## src/rtl/contador_pkg.sv

```systemverilog
// contador_pkg: shared definitions for the parametrised counters.
//   cnt_dir_e : count direction encodings (CNT_UP=0, CNT_DOWN=1)
//   clog2_f   : ceil(log2(v)), used by counters to check that the width holds the modulus
package contador_pkg;

  typedef enum logic {
    CNT_UP   = 1'b0,
    CNT_DOWN = 1'b1
  } cnt_dir_e;

  function automatic int clog2_f(input int v);
    int r;
    r = 0;
    for (int i = 0; i < 31; i++) begin
      if ((32'sd1 <<< i) < v) r = i + 1;
    end
    return r;
  endfunction

endpackage

```

## src/rtl/contador_m_decode.sv

```systemverilog
// contador_m_decode: combinational terminal/midpoint decode for contador_m.
//   q        in  : current count
//   ent      in  : count enable, gates rco/half_rco
//   dir      in  : 0 up, 1 down (ignored unless CONTADOR_M_DOWN_EN is defined)
//   rco      out : ent && q at terminal value
//   half_rco out : ent && q at midpoint (M/2-1 up, M/2 down)
//   wrap     out : q at terminal value, ungated; next step wraps
// Config macro: CONTADOR_M_DOWN_EN
module contador_m_decode
  import contador_pkg::*;
#(
  parameter int M = 16,
  parameter int N = 4
) (
  input  logic [N-1:0] q,
  input  logic         ent,
  input  logic         dir,
  output logic         rco,
  output logic         half_rco,
  output logic         wrap
);

  localparam logic [N-1:0] Q_MAX     = N'(M - 1);
  localparam logic [N-1:0] Q_HALF_UP = N'(M / 2 - 1);
  localparam logic [N-1:0] Q_HALF_DN = N'(M / 2);

  logic down;

`ifdef CONTADOR_M_DOWN_EN
  assign down = (cnt_dir_e'(dir) == CNT_DOWN);
`else
  // Up-only build: direction input has no effect.
  logic unused_dir;
  assign unused_dir = dir;
  assign down       = 1'b0;
`endif

  always_comb begin
    wrap     = down ? (q == '0) : (q == Q_MAX);
    rco      = ent && wrap;
    half_rco = ent && (down ? (q == Q_HALF_DN) : (q == Q_HALF_UP));
  end

endmodule

```

## src/rtl/contador_m.sv

```systemverilog
// contador_m: modulo-M binary counter, N bits, 74163-style controls.
//   clock    in  : rising-edge clock
//   clr      in  : async active-low reset (Q=0, fim=0)
//   zera     in  : sync active-low clear, highest synchronous priority
//   ld       in  : sync active-low load; D >= M clamps to M-1
//   ent/enp  in  : count enables, step when both high; ent also gates rco/half_rco
//   dir      in  : 0 up, 1 down (only with CONTADOR_M_DOWN_EN)
//   D        in  : load value
//   Q        out : count, always within 0..M-1
//   rco      out : combinational terminal count
//   half_rco out : combinational midpoint flag
//   fim      out : registered one-cycle pulse after a wrapping step
// Config macro: CONTADOR_M_DOWN_EN enables down counting.
module contador_m
  import contador_pkg::*;
#(
  parameter int M = 16,
  parameter int N = 4
) (
  input  logic         clock,
  input  logic         clr,
  input  logic         zera,
  input  logic         ld,
  input  logic         ent,
  input  logic         enp,
  input  logic         dir,
  input  logic [N-1:0] D,
  output logic [N-1:0] Q,
  output logic         rco,
  output logic         half_rco,
  output logic         fim
);

  if (M < 2 || N < clog2_f(M)) begin : g_bad_params
    $error("contador_m: need M >= 2 and 2**N >= M (M=%0d N=%0d)", M, N);
  end

  localparam logic [N-1:0] Q_MAX = N'(M - 1);

  logic [N-1:0] q_q, q_d;
  logic         fim_q, fim_d;
  logic         wrap, step;

  contador_m_decode #(.M(M), .N(N)) u_decode (
    .q        (q_q),
    .ent      (ent),
    .dir      (dir),
    .rco      (rco),
    .half_rco (half_rco),
    .wrap     (wrap)
  );

  assign step = ent && enp;

  always_comb begin
    q_d   = q_q;
    fim_d = 1'b0;
    if (!zera) begin
      q_d = '0;
    end else if (!ld) begin
      // Out-of-range load clamps so Q never leaves 0..M-1.
      q_d = (D > Q_MAX) ? Q_MAX : D;
    end else if (step) begin
      // A step taken at the terminal value is the wrap that raises fim next cycle.
      fim_d = wrap;
`ifdef CONTADOR_M_DOWN_EN
      if (cnt_dir_e'(dir) == CNT_DOWN) q_d = wrap ? Q_MAX : q_q - 1'b1;
      else                             q_d = wrap ? '0    : q_q + 1'b1;
`else
      q_d = wrap ? '0 : q_q + 1'b1;
`endif
    end
  end

  always_ff @(posedge clock or negedge clr) begin
    if (!clr) begin
      q_q   <= '0;
      fim_q <= 1'b0;
    end else begin
      q_q   <= q_d;
      fim_q <= fim_d;
    end
  end

  assign Q   = q_q;
  assign fim = fim_q;

endmodule
```

## config.mk

```make
export PLATFORM = sky130hd
export DESIGN_NAME = contador_m
export DESIGN_NICKNAME = d
export VERILOG_FILES = /design/src/rtl/contador_pkg.sv /design/src/rtl/contador_m_decode.sv /design/src/rtl/contador_m.sv
export SDC_FILE = /design/constraint.sdc
export NUM_CORES = 1
export LEC_CHECK = 0
export ABC_AREA = 1
export BUFFER_PORTS_ARGS = -buffer_cell sky130_fd_sc_hd__buf_2
export CORE_AREA = 2 2 39 41
export CTS_BUF_LIST = sky130_fd_sc_hd__clkbuf_4 sky130_fd_sc_hd__clkbuf_8
export DETAILED_ROUTE_END_ITERATION = 12
export DIE_AREA = 0 0 41 43
export MAX_ROUTING_LAYER = met4
export SLEW_MARGIN = 20
export SYNTH_ARGS = -nofsm -noshare
export SYNTH_HDL_FRONTEND = slang
export SYNTH_SLANG_ARGS = --single-unit
```

## constraint.sdc

```tcl
create_clock -name clock -period 1.3 [get_ports clock]
set_input_delay 0.065 -clock clock [delete_from_list [all_inputs] [get_ports clock]]
set_output_delay 0.065 -clock clock [all_outputs]
set_load 0.005 [all_outputs]
```

---- Yosys cells after proc, flatten, opt, wreduce, memory -nomap -nowiden ----
Cells that the tools add are included.
storage, ports and cells
  register bits after elaboration ......... 5
  output and inout bits ................... 7
  word-level logic and storage cells ...... 18
operators by class
  add/subtract/negate cells ............... 1
  order comparisons ....................... 1
  eq/ne operators ......................... 3
  multiplexer cells ....................... 8
  reductions and logical operators ........ 3
operator list
  cell                 count
  $mux 4               5
  $add 4x1->4 const B  1
  $eq 4x3->1 const B   1
  $eq 4x4->1 const B   1
  $gt 4x4->1 const B   1
  $logic_and 1x1->1    3
  $mux 1               3
  $ne 3x2->1 const B   1

---- Longest topological paths before layout ----
Gate-level depths: netlist of run 1.
  depth after elaboration ................. 5
  gate-level depth with buffers ........... 8
  mapped depth without buffers ............ 8

---- By module ----
From an unflattened synthesis of run 1, not the netlist that was laid out.
second synthesis, totals
  cells, all modules ...................... 50
  area total of the unflattened synthesis .. 344.1 µm²
by module, submodules not included
  module             instances  cells an instance  area an instance (µm²)  seq. area each (µm²)
  contador_m         1          43                 302.8                   125.1
  contador_m_decode  1          7                  41.3                    0.0

---- Worst setup path before layout of run 1 ----
OpenSTA, ideal clock, no wires.
  path type ............................... register -> register
  start ................................... register q_q[0], in the netlist Q[0]
  end ..................................... register q_q[0], in the netlist Q[0]
  library setup time ...................... 0.065 ns
  data arrival time ....................... 1.054 ns
  data required time ...................... 1.235 ns
  slack ................................... 0.181 ns
  stages on the path, launching flop included .. 7
  period minus slack after synthesis ...... 1.119 ns
  path through ............................ dfrtp_1 -> ha_1 -> nand3_1 -> nand2_1 -> o21ai_0 -> nand2_1 -> nand2_1
between the ends
  longest elaborated chain between the ends .. 5
RTL lines
  item                                       RTL line                                   text
  from (decl)                                contador_m.sv:40                           logic [N-1:0] q_q, q_d;
  from (signal assigned)                     contador_m.sv:80                           q_q <= q_d;
  $add 4x1->4 or $eq 4x4->1 (tied branches)  contador_m.sv:70, contador_m_decode.sv:39
  $mux 4 (*)                                 contador_m.sv:70                           q_d = wrap ? '0 : q_q + 1'b1;
  $mux 4 (*)                                 contador_m.sv:63                           end else if (step) begin
  $mux 4 (*)                                 contador_m.sv:60                           end else if (!ld) begin
  $mux 4 (*)                                 contador_m.sv:58                           if (!zera) begin
Every way passes the cells marked *; elsewhere a longest branch is shown, timed or not. The select of a mux whose other input is x is not followed.
A chain may end at the register's enable or synchronous reset.

---- Final worst setup path of run 1 ----
  start ................................... register q_q[0], in the netlist Q[0]
  end ..................................... output half_rco
between the ends
  longest elaborated chain between the ends .. 2
RTL lines
  item               RTL line                 text
  $eq 4x3->1         contador_m_decode.sv:41  half_rco = ent && (down ? (q == Q_HALF_DN) : (q == Q_HALF_UP));
  $logic_and 1x1->1  contador_m_decode.sv:41
  to (decl)          contador_m.sv:30         output logic half_rco,
No other way between the ends.

==> results.md, run 1 <==
- First-pass DRT Iterations: 2
- Latest clock arrival within the worst-skew pair: 0.24 ns
- Hold WC Path Type: in2reg
- Grt ovf: 0
- Cells after synthesis: 46
- Flop-to-flop setup slack: 0.20 ns
- Syn nets: 58
- Final setup fails: 0
- Endpoint type of the worst setup path: output pin
- Register area share after synthesis: 39.2%
- Slew Limit Fails: 0
- TritonCTS buffer count: 3
- Synth-to-layout area growth: 51.0%
- Clock power frac: 41.1%
- Setup Skew: 0.00347 ns
- CORE AREA: 0.00138 sq mm
- Library cells used by synthesis: 15
- Fin crit period: 1.22 ns
- Inst Count DP: 80
- Setup TNS: 0 ns
- Fillers: 154
- Cell chain of the critical path: ha_2, nand2_1, nor3_1, buf_2
- Routed vias/inst: 4.32
- Max stage delay on crit path: 0.36 ns
- CP Data Arrival Time: 1.16 ns
- Vias in the first global route: 319
- Post-synth top flop: dfrtp_1
- Crit start category: register
- Pleak: 0.286 nW
- Normalized max-slew margin: 83.9%
- Nets@finish: 82
- Status: finished clean
- Mapped Area: 319 sq um
- Chip Height: 43 um
- First-pass GRT wire length: 1210 um
- Total GRT Usage: 10.7%
- Non-Filler Instances: 85
- Antenna Violating Nets Remaining: 0
- IO Pins: 18
- Fmax: 817 MHz
- Synth Warn #: 0
- H-tree Lvls: 1
- TritonCTS Sinks: 5
- Logic pwr share: 20.4%
- Die footprint: 0.00176 sq mm
- DP HPWL: 606 um
- Average cell area after synthesis: 6.94 sq um
- Seq cells post-synth: 5
- Crit path kind: reg2out
- Layout cell share with drive strength beyond 1: 39.1%
- Clock slew at reported path FFs: 0.04 ns
- Peak supply drop: 0.666 mV
- Final worst path period share: 94.1%
- Maximum clock path buffer count: 2
- Cell Pwr Density: 983 mW/mm^2
- Routed wire length: 726 um
- Worst-path maximum fanout: 3
- EDFF count, synth: 0
- CP max stage cell: dfrtp_1
- Final Hold Viols: 0
- TritonCTS clock tree: yes
- Sw Pwr: 0.000121 W
- Ant. Diodes: 0
- Reg power frac: 38.5%
- Die X: 41 um
- Port bufs: 16
- Vias post-DR: 367
- Rows: 14
- Total power: 0.000474 W
- Internal Power: 0.000353 W
- RD Place Congestion: 0.739
- Initial antenna violation count: 0
- Max-cap violations: 0
- Initial DRC count: 4
- Drt drc: 0
- Initial Util: 23.1%
- DR WL/cell: 8.54 um
- Slew @ Worst Pin: 0.241 ns
- Worst path required time: 1.24 ns
- Clk Tree Root Cell: clkbuf_4
- Pin count of the biggest net entering global routing: 8
- Switching Share: 25.6%
- Ys async rst share: 100%
[path summary, 6_finish.rpt]
kind,startpoint,to,depth (start not counted)
max in group asynchronous,clr,Q[1]$_DFFE_PN0P_,2
setup / recovery,Q[0]$_DFFE_PN0P_,half_rco,4
hold reg to reg,Q[3]$_DFFE_PN0P_,Q[3]$_DFFE_PN0P_,2
setup reg to reg,Q[0]$_DFFE_PN0P_,Q[2]$_DFFE_PN0P_,6
min in group asynchronous,clr,Q[0]$_DFFE_PN0P_,2
hold / removal,enp,fim$_DFF_PN0_,3
[power by group through the flow]
stage / registers [W] / logic (W) / clock network [W]
floorplan: 0.000186 / 0.0000391 / 0
global placement: 0.000183 / 0.0000931 / 0
detailed placement: 0.000184 / 0.0000945 / 0
CTS: 0.000182 / 0.0000969 / 0.000204
global route: 0.000185 / 0.000110 / 0.000224
finish: 0.000182 / 0.0000965 / 0.000195
[placed cells by master, fill, tap and decap left out]
| cell | count |
|---|---|
| nand3_1 | 1 |
| inv_1 | 7 |
| nand4_1 | 1 |
| ha_2 | 1 |
| dfrtp_1 | 5 |
| mux2i_1 | 1 |
| dlygate4sd3_1 | 1 |
| nor2_2 | 1 |
| o211ai_1 | 1 |
| clkbuf_4 | 4 |
| nor2_1 | 2 |
| nor3_1 | 2 |
| nand2_1 | 18 |
| nand3_2 | 1 |
| a21oi_2 | 1 |
| o21ai_1 | 1 |
| buf_4 | 2 |
| buf_2 | 16 |
| o21ai_0 | 2 |
| nand2_2 | 1 |
[flip-flops by register name (all words and copies together) (netlist names)]
name,count
Q,4
fim,1
[logic make-up (layout without fill, tap and decap cells)]
logic type	Yosys count	count (layout)	share of synthesized area, %
compound gates	5	5	9.80
fa+ha+maj	1	1	3.92
buf+inv	7	30	8.24
flops	5	5	39.2
mux	1	1	3.14
simple gates	27	27	35.7
[cell usage after synthesis (2+ instances only)]
library cell	instances	share of area, %
nand2_1	18	21
inv_1	7	8.2
dfrtp_1	5	39
nand3_1	2	3.1
nor2_1	2	2.4
nor3_1	2	3.1
o21ai_0	2	3.1
[area by class of cell]
| cell class | count | area [sq um] | area share, % |
|---|---|---|---|
| inverters | 7 | 26.3 | 5.45 |
| repair buffers | 19 | 105 | 21.8 |
| flip-flops and latches | 5 | 125 | 26.0 |
| well taps | 16 | 20.0 | 4.16 |
| multi-input cells | 34 | 175 | 36.4 |
| clock buffers | 4 | 30.0 | 6.23 |
[worst max-delay path: cells and delay by family (launching register included)]
kind / cells / cell delay [ns]
adder cells (fa/ha/maj): 1 / 0.21
buffers and inverters: 1 / 0.14
flip-flops: 1 / 0.36
AND/OR/NAND/NOR: 2 / 0.21
[what timing repair did]
action                     in CTS  in global routing
hold endpoints to repair        5                  0
hold buffers                    1                  0
setup endpoints to repair       0                  1
resized for setup               0                  2
buffers inserted                0                  0
[layer usage]
metal  up-vias  share of wire, %  wire [um]  global-route usage [%]
met5         -                 0          0                       -
met4         0                 0          0                    4.00
met3         0               6.7         49                    6.28
met2        12                45        324                    13.1
met1       162                48        352                    14.3
li1        193                 -          -                       -
[metrics by stage]
stage	setup WS, ns	hold slack, ns	cell area [sq um]	utilization, %
after floorplan	0.181	-0.231	319	-
after global routing	-0.00300	0.0807	482	34.8
final	0.0761	0.0791	482	34.8
after detailed placement	0.157	-0.117	434	31.4
after global placement	0.163	-0.118	434	31.4
after CTS	0.0607	0.0721	474	34.3
(Power assumes the default switching activity.)
==> inputs of run 2 (changes only) <==
--- a/config.mk
+++ b/config.mk
@@ -8,7 +8,7 @@
 export ABC_AREA = 1
 export BUFFER_PORTS_ARGS = -buffer_cell sky130_fd_sc_hd__buf_2
 export CORE_AREA = 2 2 39 41
-export CTS_BUF_LIST = sky130_fd_sc_hd__clkbuf_4 sky130_fd_sc_hd__clkbuf_8
+export CTS_BUF_LIST = sky130_fd_sc_hd__clkbuf_8
 export DETAILED_ROUTE_END_ITERATION = 12
 export DIE_AREA = 0 0 41 43
 export MAX_ROUTING_LAYER = met4
==> results.md, run 2 (synthesis results as in run 1) <==
- Die X: 41 um
- TritonCTS buffer count: 3
- Final Hold Viols: 0
- Port bufs: 16
- Antenna Violating Nets Remaining: 0
- Max-cap violations: 0
- Ant. Diodes: 0
- Metal2 WL: 340 um
- First-pass GRT wire length: 1230 um
- Latest clock arrival within the worst-skew pair: 0.22 ns
- First-pass DRT Iterations: 4
- Most frequent cells in the layout: 18 x nand2_1, 16 x buf_2, 8 x inv_1
- Vias post-DR: 358
- Die footprint: 0.00176 sq mm
- Crit path kind: reg2out
- Met3 wire len: 57 um
- Post CTS Setup Buffer Count: 0
- Grt ovf: 0
- H-tree Lvls: 1
- Routed wire length: 745 um
- Endpoint type of the worst setup path: output pin
- Initial antenna violation count: 0
- Fmax: 828 MHz
- Crit start category: register
- Pin count of the biggest net entering global routing: 8
- Fillers: 152
- CP Data Arrival Time: 1.14 ns
- Setup TNS: 0 ns
- Synth-to-layout area growth: 53.3%
- DP HPWL: 606 um
- Min-delay src: D[2]
- Unrepaired setup endpoints after global routing: no
- Core Util, Final: 35.4%
- Cell Pwr Density: 1120 mW/mm^2
- Initial Util: 23.1%
- Final worst path period share: 92.9%
- Hold WC Path Type: in2reg
- Pleak: 0.298 nW
- Worst-path maximum fanout: 3
- TritonCTS Sinks: 5
- Clock slew at reported path FFs: 0.04 ns
- Setup Skew: 0.00362 ns
- Worst path required time: 1.24 ns
- Status: finished clean
- Nets@finish: 82
- Maximum clock path buffer count: 2
- Slew @ Worst Pin: 0.232 ns
- Most common cell after layout, fill and taps aside: nand2_1
- WL met1: 347 um
- Normalized max-slew margin: 84.5%
- # resized after CTS: 0
- Clk Tree Root Cell: clkbuf_8
- Routed vias/inst: 4.21
- RD Place Congestion: 0.739
- Peak supply drop: 0.933 mV
- Layout cell share with drive strength beyond 1: 34.8%
- Post-Place Setup Slack: 0.157 ns
- Top Layer Used: met3
- Rows: 14
- CP startpoint: Q[0]$_DFFE_PN0P_
- IO Pins: 18
- Vias in the first global route: 336
- Reg-to-Reg Start: Q[0]$_DFFE_PN0P_
- CORE AREA: 0.00138 sq mm
- PnR worst setup slack: 0.0926 ns
- Total power: 0.000549 W
- Fin crit period: 1.21 ns
- Total GRT Usage: 10.6%
- Max FFs per register: 4
- DR WL/cell: 8.76 um
- TritonCTS clock tree: yes
- Hold WS: 0.102 ns
- Slew Limit Fails: 0
- Chip Height: 43 um
- Flop-to-flop setup slack: 0.15 ns
- Initial DRC count: 10
- Drt drc: 0
- Final setup fails: 0
==> run 2: changes by cell type in the layout (fill, tap and decap cells not counted), sizes merged <==
cell,previous run,this run
inv,7,8
clkbuf,4,3
==> run 2: cell type report <==
cell class	instances	area (sq um)	share of cell area [%]
tap	16	20.0	4.09
clock buffer	3	41.3	8.44
timing repair buffer	19	105	21.5
multi-input combinational	34	168	34.3
inverter	7	26.3	5.37
clock inverter	1	3.75	0.767
sequential	5	125	25.6
==> run 2: through the flow <==
step / area [sq um] / cells
3_5_place_dp: 434 / 80
6_report: 489 / 85
3_3_place_gp: 434 / 80
5_1_grt: 489 / 85
2_1_floorplan: 319 / 46
4_1_cts: 489 / 85
==> run 2: worst max-delay path, stage by stage (launching register included) <==
cell	delay (ns)
dfrtp_1	0.38
ha_1	0.24
nand3_1	0.14
nor2_1	0.05
buf_2	0.12
==> run 2: power breakdown <==
part / total, W / internal (W) / switching, W
Clock: 0.000272 / 0.000202 / 0.0000700
Sequential: 0.000182 / 0.000168 / 0.0000134
Combinational: 0.0000957 / 0.0000471 / 0.0000486
==> run 2: repair_timing <==
item / CTS / global route
endpoints found under the hold margin: 5 / 0
hold buffers: 1 / 0
endpoints found under the setup margin: 0 / 0
==> run 2: worst paths after layout <==
kind	to	cells past startpoint
worst max-delay path	rco	4
worst min-delay path	Q[2]$_DFFE_PN0P_	3
worst max register to register	Q[0]$_DFFE_PN0P_	6
worst min register to register	Q[3]$_DFFE_PN0P_	2
max in group asynchronous	Q[2]$_DFFE_PN0P_	2
min in group asynchronous	Q[3]$_DFFE_PN0P_	2
==> run 2: metal layers <==
| metal | global-route usage (%) | vias up |
|---|---|---|
| met1 | 14.0 | 154 |
| li1 | - | 191 |
| met5 | - | - |
| met4 | 4.00 | 0 |
| met3 | 4.71 | 0 |
| met2 | 14.1 | 13 |
==> inputs of run 3 (changes only) <==
--- a/config.mk
+++ b/config.mk
@@ -7,6 +7,7 @@
 export LEC_CHECK = 0
 export ABC_AREA = 1
 export BUFFER_PORTS_ARGS = -buffer_cell sky130_fd_sc_hd__buf_2
+export CAP_MARGIN = 20
 export CORE_AREA = 2 2 39 41
 export CTS_BUF_LIST = sky130_fd_sc_hd__clkbuf_8
 export DETAILED_ROUTE_END_ITERATION = 12
@@ -15,4 +16,5 @@
 export SLEW_MARGIN = 20
 export SYNTH_ARGS = -nofsm -noshare
 export SYNTH_HDL_FRONTEND = slang
+export SYNTH_HIERARCHICAL = 1
 export SYNTH_SLANG_ARGS = --single-unit
==> results.md, run 3 <==
- Status: finished clean
- Library cells used by synthesis: 15
- Internal Power: 0.000422 W
- Post-synth top area cell: dfrtp_1
- CORE AREA: 0.00138 sq mm
- # resized after CTS: 0
- Fin crit period: 1.19 ns
- Switching Share: 25.6%
- Final setup fails: 0
- Ant. Diodes: 0
- Reg power frac: 31.3%
- Grt ovf: 0
- Average cell area after synthesis: 6.88 sq um
- Post-Place Setup Slack: 0.114 ns
- Clock slew at reported path FFs: 0.04 ns
- Worst path required time: 1.41 ns
- Initial Util: 24.9%
- Busiest metal layer after global routing: met2
- Max FFs per register: 4
- Max-cap violations: 0
- Crit start category: register
- Die footprint: 0.00176 sq mm
- Worst-path maximum fanout: 5
- Cells after synthesis: 50
- Final worst path period share: 91.6%
- DP HPWL: 689 um
- Nets@finish: 89
- Final Hold Viols: 0
- Vias in the first global route: 330
- Most common cell in the netlist: nand2_1
- Total GRT Usage: 11.6%
- Synth Area in Adders: 3.64%
- Worst reg2reg path depth: 7
- PnR worst setup slack: 0.109 ns
- Synth Area in XOR/XNOR: 0%
- Layout cell share with drive strength beyond 1: 40.8%
- Post-synth top flop: dfrtp_1
- Synth-to-layout area growth: 56.0%
- Post-synth top cells: 22 x nand2_1, 5 x dfrtp_1, 4 x inv_1, 4 x nand3_1, 3 x nor2_1
- Largest cells by area after synthesis: dfrtp_1 36%, nand2_1 24%, nand3_1 5.8%
- Hold WC Path Type: in2reg
- Met3 Use GR: 7.85%
- IO Pins: 18
- M2 GR Usage: 15.0%
- Clk Tree Root Cell: clkbuf_8
- Simple-gate portion of the synthesized area: 49.1%
- Mapped Area: 344 sq um
- Yosys top cell area share: 36.4%
- Register area share after synthesis: 36.4%
- Setup Skew: 0.00152 ns
- Clock power frac: 49.3%
- TritonCTS buffer count: 3
- GRT met1 Usage: 15.0%
- Drt drc: 0
- Sw Pwr: 0.000145 W
- Pin count of the biggest net entering global routing: 8
- Crit path kind: reg2reg
- Peak supply drop: 0.859 mV
- Die X: 41 um
- H-tree Lvls: 1
- Cell Pwr Density: 1060 mW/mm^2
- Most common cell after layout, fill and taps aside: nand2_1
- Rows: 14
- RD Place Congestion: 0.784
- Unrepaired setup endpoints after global routing: no
- Fillers: 149
- Seq cells post-synth: 5
- Fmax: 840 MHz
- First-pass DRT Iterations: 4
- CP Data Arrival Time: 1.30 ns
- Most frequent cells in the layout: 22 x nand2_1, 16 x buf_2, 5 x dfrtp_1, 5 x inv_1, 5 x buf_4
- TritonCTS Sinks: 5
- Pleak: 0.312 nW
- Ys async rst share: 100%
- Hold depth: 3
- EDFF count, synth: 0
- Maximum clock path buffer count: 2
- Post-synthesis compound-gate area fraction: 5.45%
- Mux contribution to synthesized area: 0%
- Core Util, Final: 38.8%
- Vias post-DR: 395
- Routed vias/inst: 4.29
- Total power: 0.000567 W
- Synth Warn #: 6
- Hold WS: 0.0989 ns
- Port bufs: 16
- Largest family of logic cells by synthesized area: simple AND/OR/NAND/NOR gates
- Initial DRC count: 10
- TritonCTS clock tree: yes
- Syn nets: 62
- Setup TNS: 0 ns
- Normalized max-slew margin: 79.1%
- Chip Height: 43 um
- Initial antenna violation count: 0
- First-pass GRT wire length: 1310 um
- Slew Limit Fails: 0
- Latest clock arrival within the worst-skew pair: 0.22 ns
- Logic pwr share: 19.4%
- Routed wire length: 812 um
- Endpoint type of the worst setup path: register
- DR WL/cell: 8.83 um
- Antenna Violating Nets Remaining: 0
- Slew @ Worst Pin: 0.312 ns
-- run 3: critical path: stages, from the launching register on --
cell	delay [ns]
dfrtp_1	0.42
nand2_2	0.07
nor2_1	0.28
nor2_4	0.08
nand3_1	0.09
nand2_1	0.05
nand2_1	0.05
nand2_1	0.04
-- run 3: final timing paths --
check	start	to	slack, ns
max	Q[1]$_DFFE_PN0P_	Q[3]$_DFFE_PN0P_	0.11
min	enp	fim$_DFF_PN0_	0.1
max reg2reg	Q[1]$_DFFE_PN0P_	Q[3]$_DFFE_PN0P_	0.11
min reg2reg	Q[3]$_DFFE_PN0P_	Q[3]$_DFFE_PN0P_	0.60
max in group asynchronous	clr	Q[1]$_DFFE_PN0P_	0.98
min in group asynchronous	clr	fim$_DFF_PN0_	0.19
-- run 3: routing by layer --
layer  up-vias  routed length (um)
li1        210                   -
met1       168                 394
met2        15                 334
met3         2                  79
met4         0                   4
met5         -                   0
-- run 3: power groups by stage --
stage / Combinational, W / Sequential (W) / Clock, W
6_report: 0.000110 / 0.000177 / 0.000280
3_3_place_gp: 0.000107 / 0.000180 / 0
2_1_floorplan: 0.0000437 / 0.000186 / 0
5_1_grt: 0.000126 / 0.000179 / 0.000301
3_5_place_dp: 0.000109 / 0.000179 / 0
4_1_cts: 0.000112 / 0.000177 / 0.000287
-- run 3: cells by family (layout without fill, tap and decap cells) --
group	count (synthesis)	in the layout
flip-flops	5	5
AO/OA/AOI/OAI	3	3
buffers and inverters	5	31
AND/OR/NAND/NOR	36	36
adder cells (fa/ha/maj)	1	1
-- run 3: stage by stage --
stage,instances,instance area (sq um)
2_1_floorplan,50,344
3_3_place_gp,87,482
3_5_place_dp,87,482
4_1_cts,92,537
5_1_grt,92,537
6_report,92,537
-- run 3: final cells by class --
cell class                      count  area [sq um]  area share (%)
Tap cell                           16          20.0            3.73
Clock buffer                        3          41.3            7.69
Sequential cell                     5           125            23.3
Clock inverter                      1          3.75           0.699
Timing Repair Buffer               22           128            23.8
Multi-Input combinational cell     40           200            37.3
Inverter                            5          18.8            3.50
-- run 3: what timing repair did --
action / CTS / global route
buffers inserted: 0 / 0
endpoints found under the setup margin: 0 / 0
hold endpoints to repair: 5 / 0
hold buffers: 1 / 0
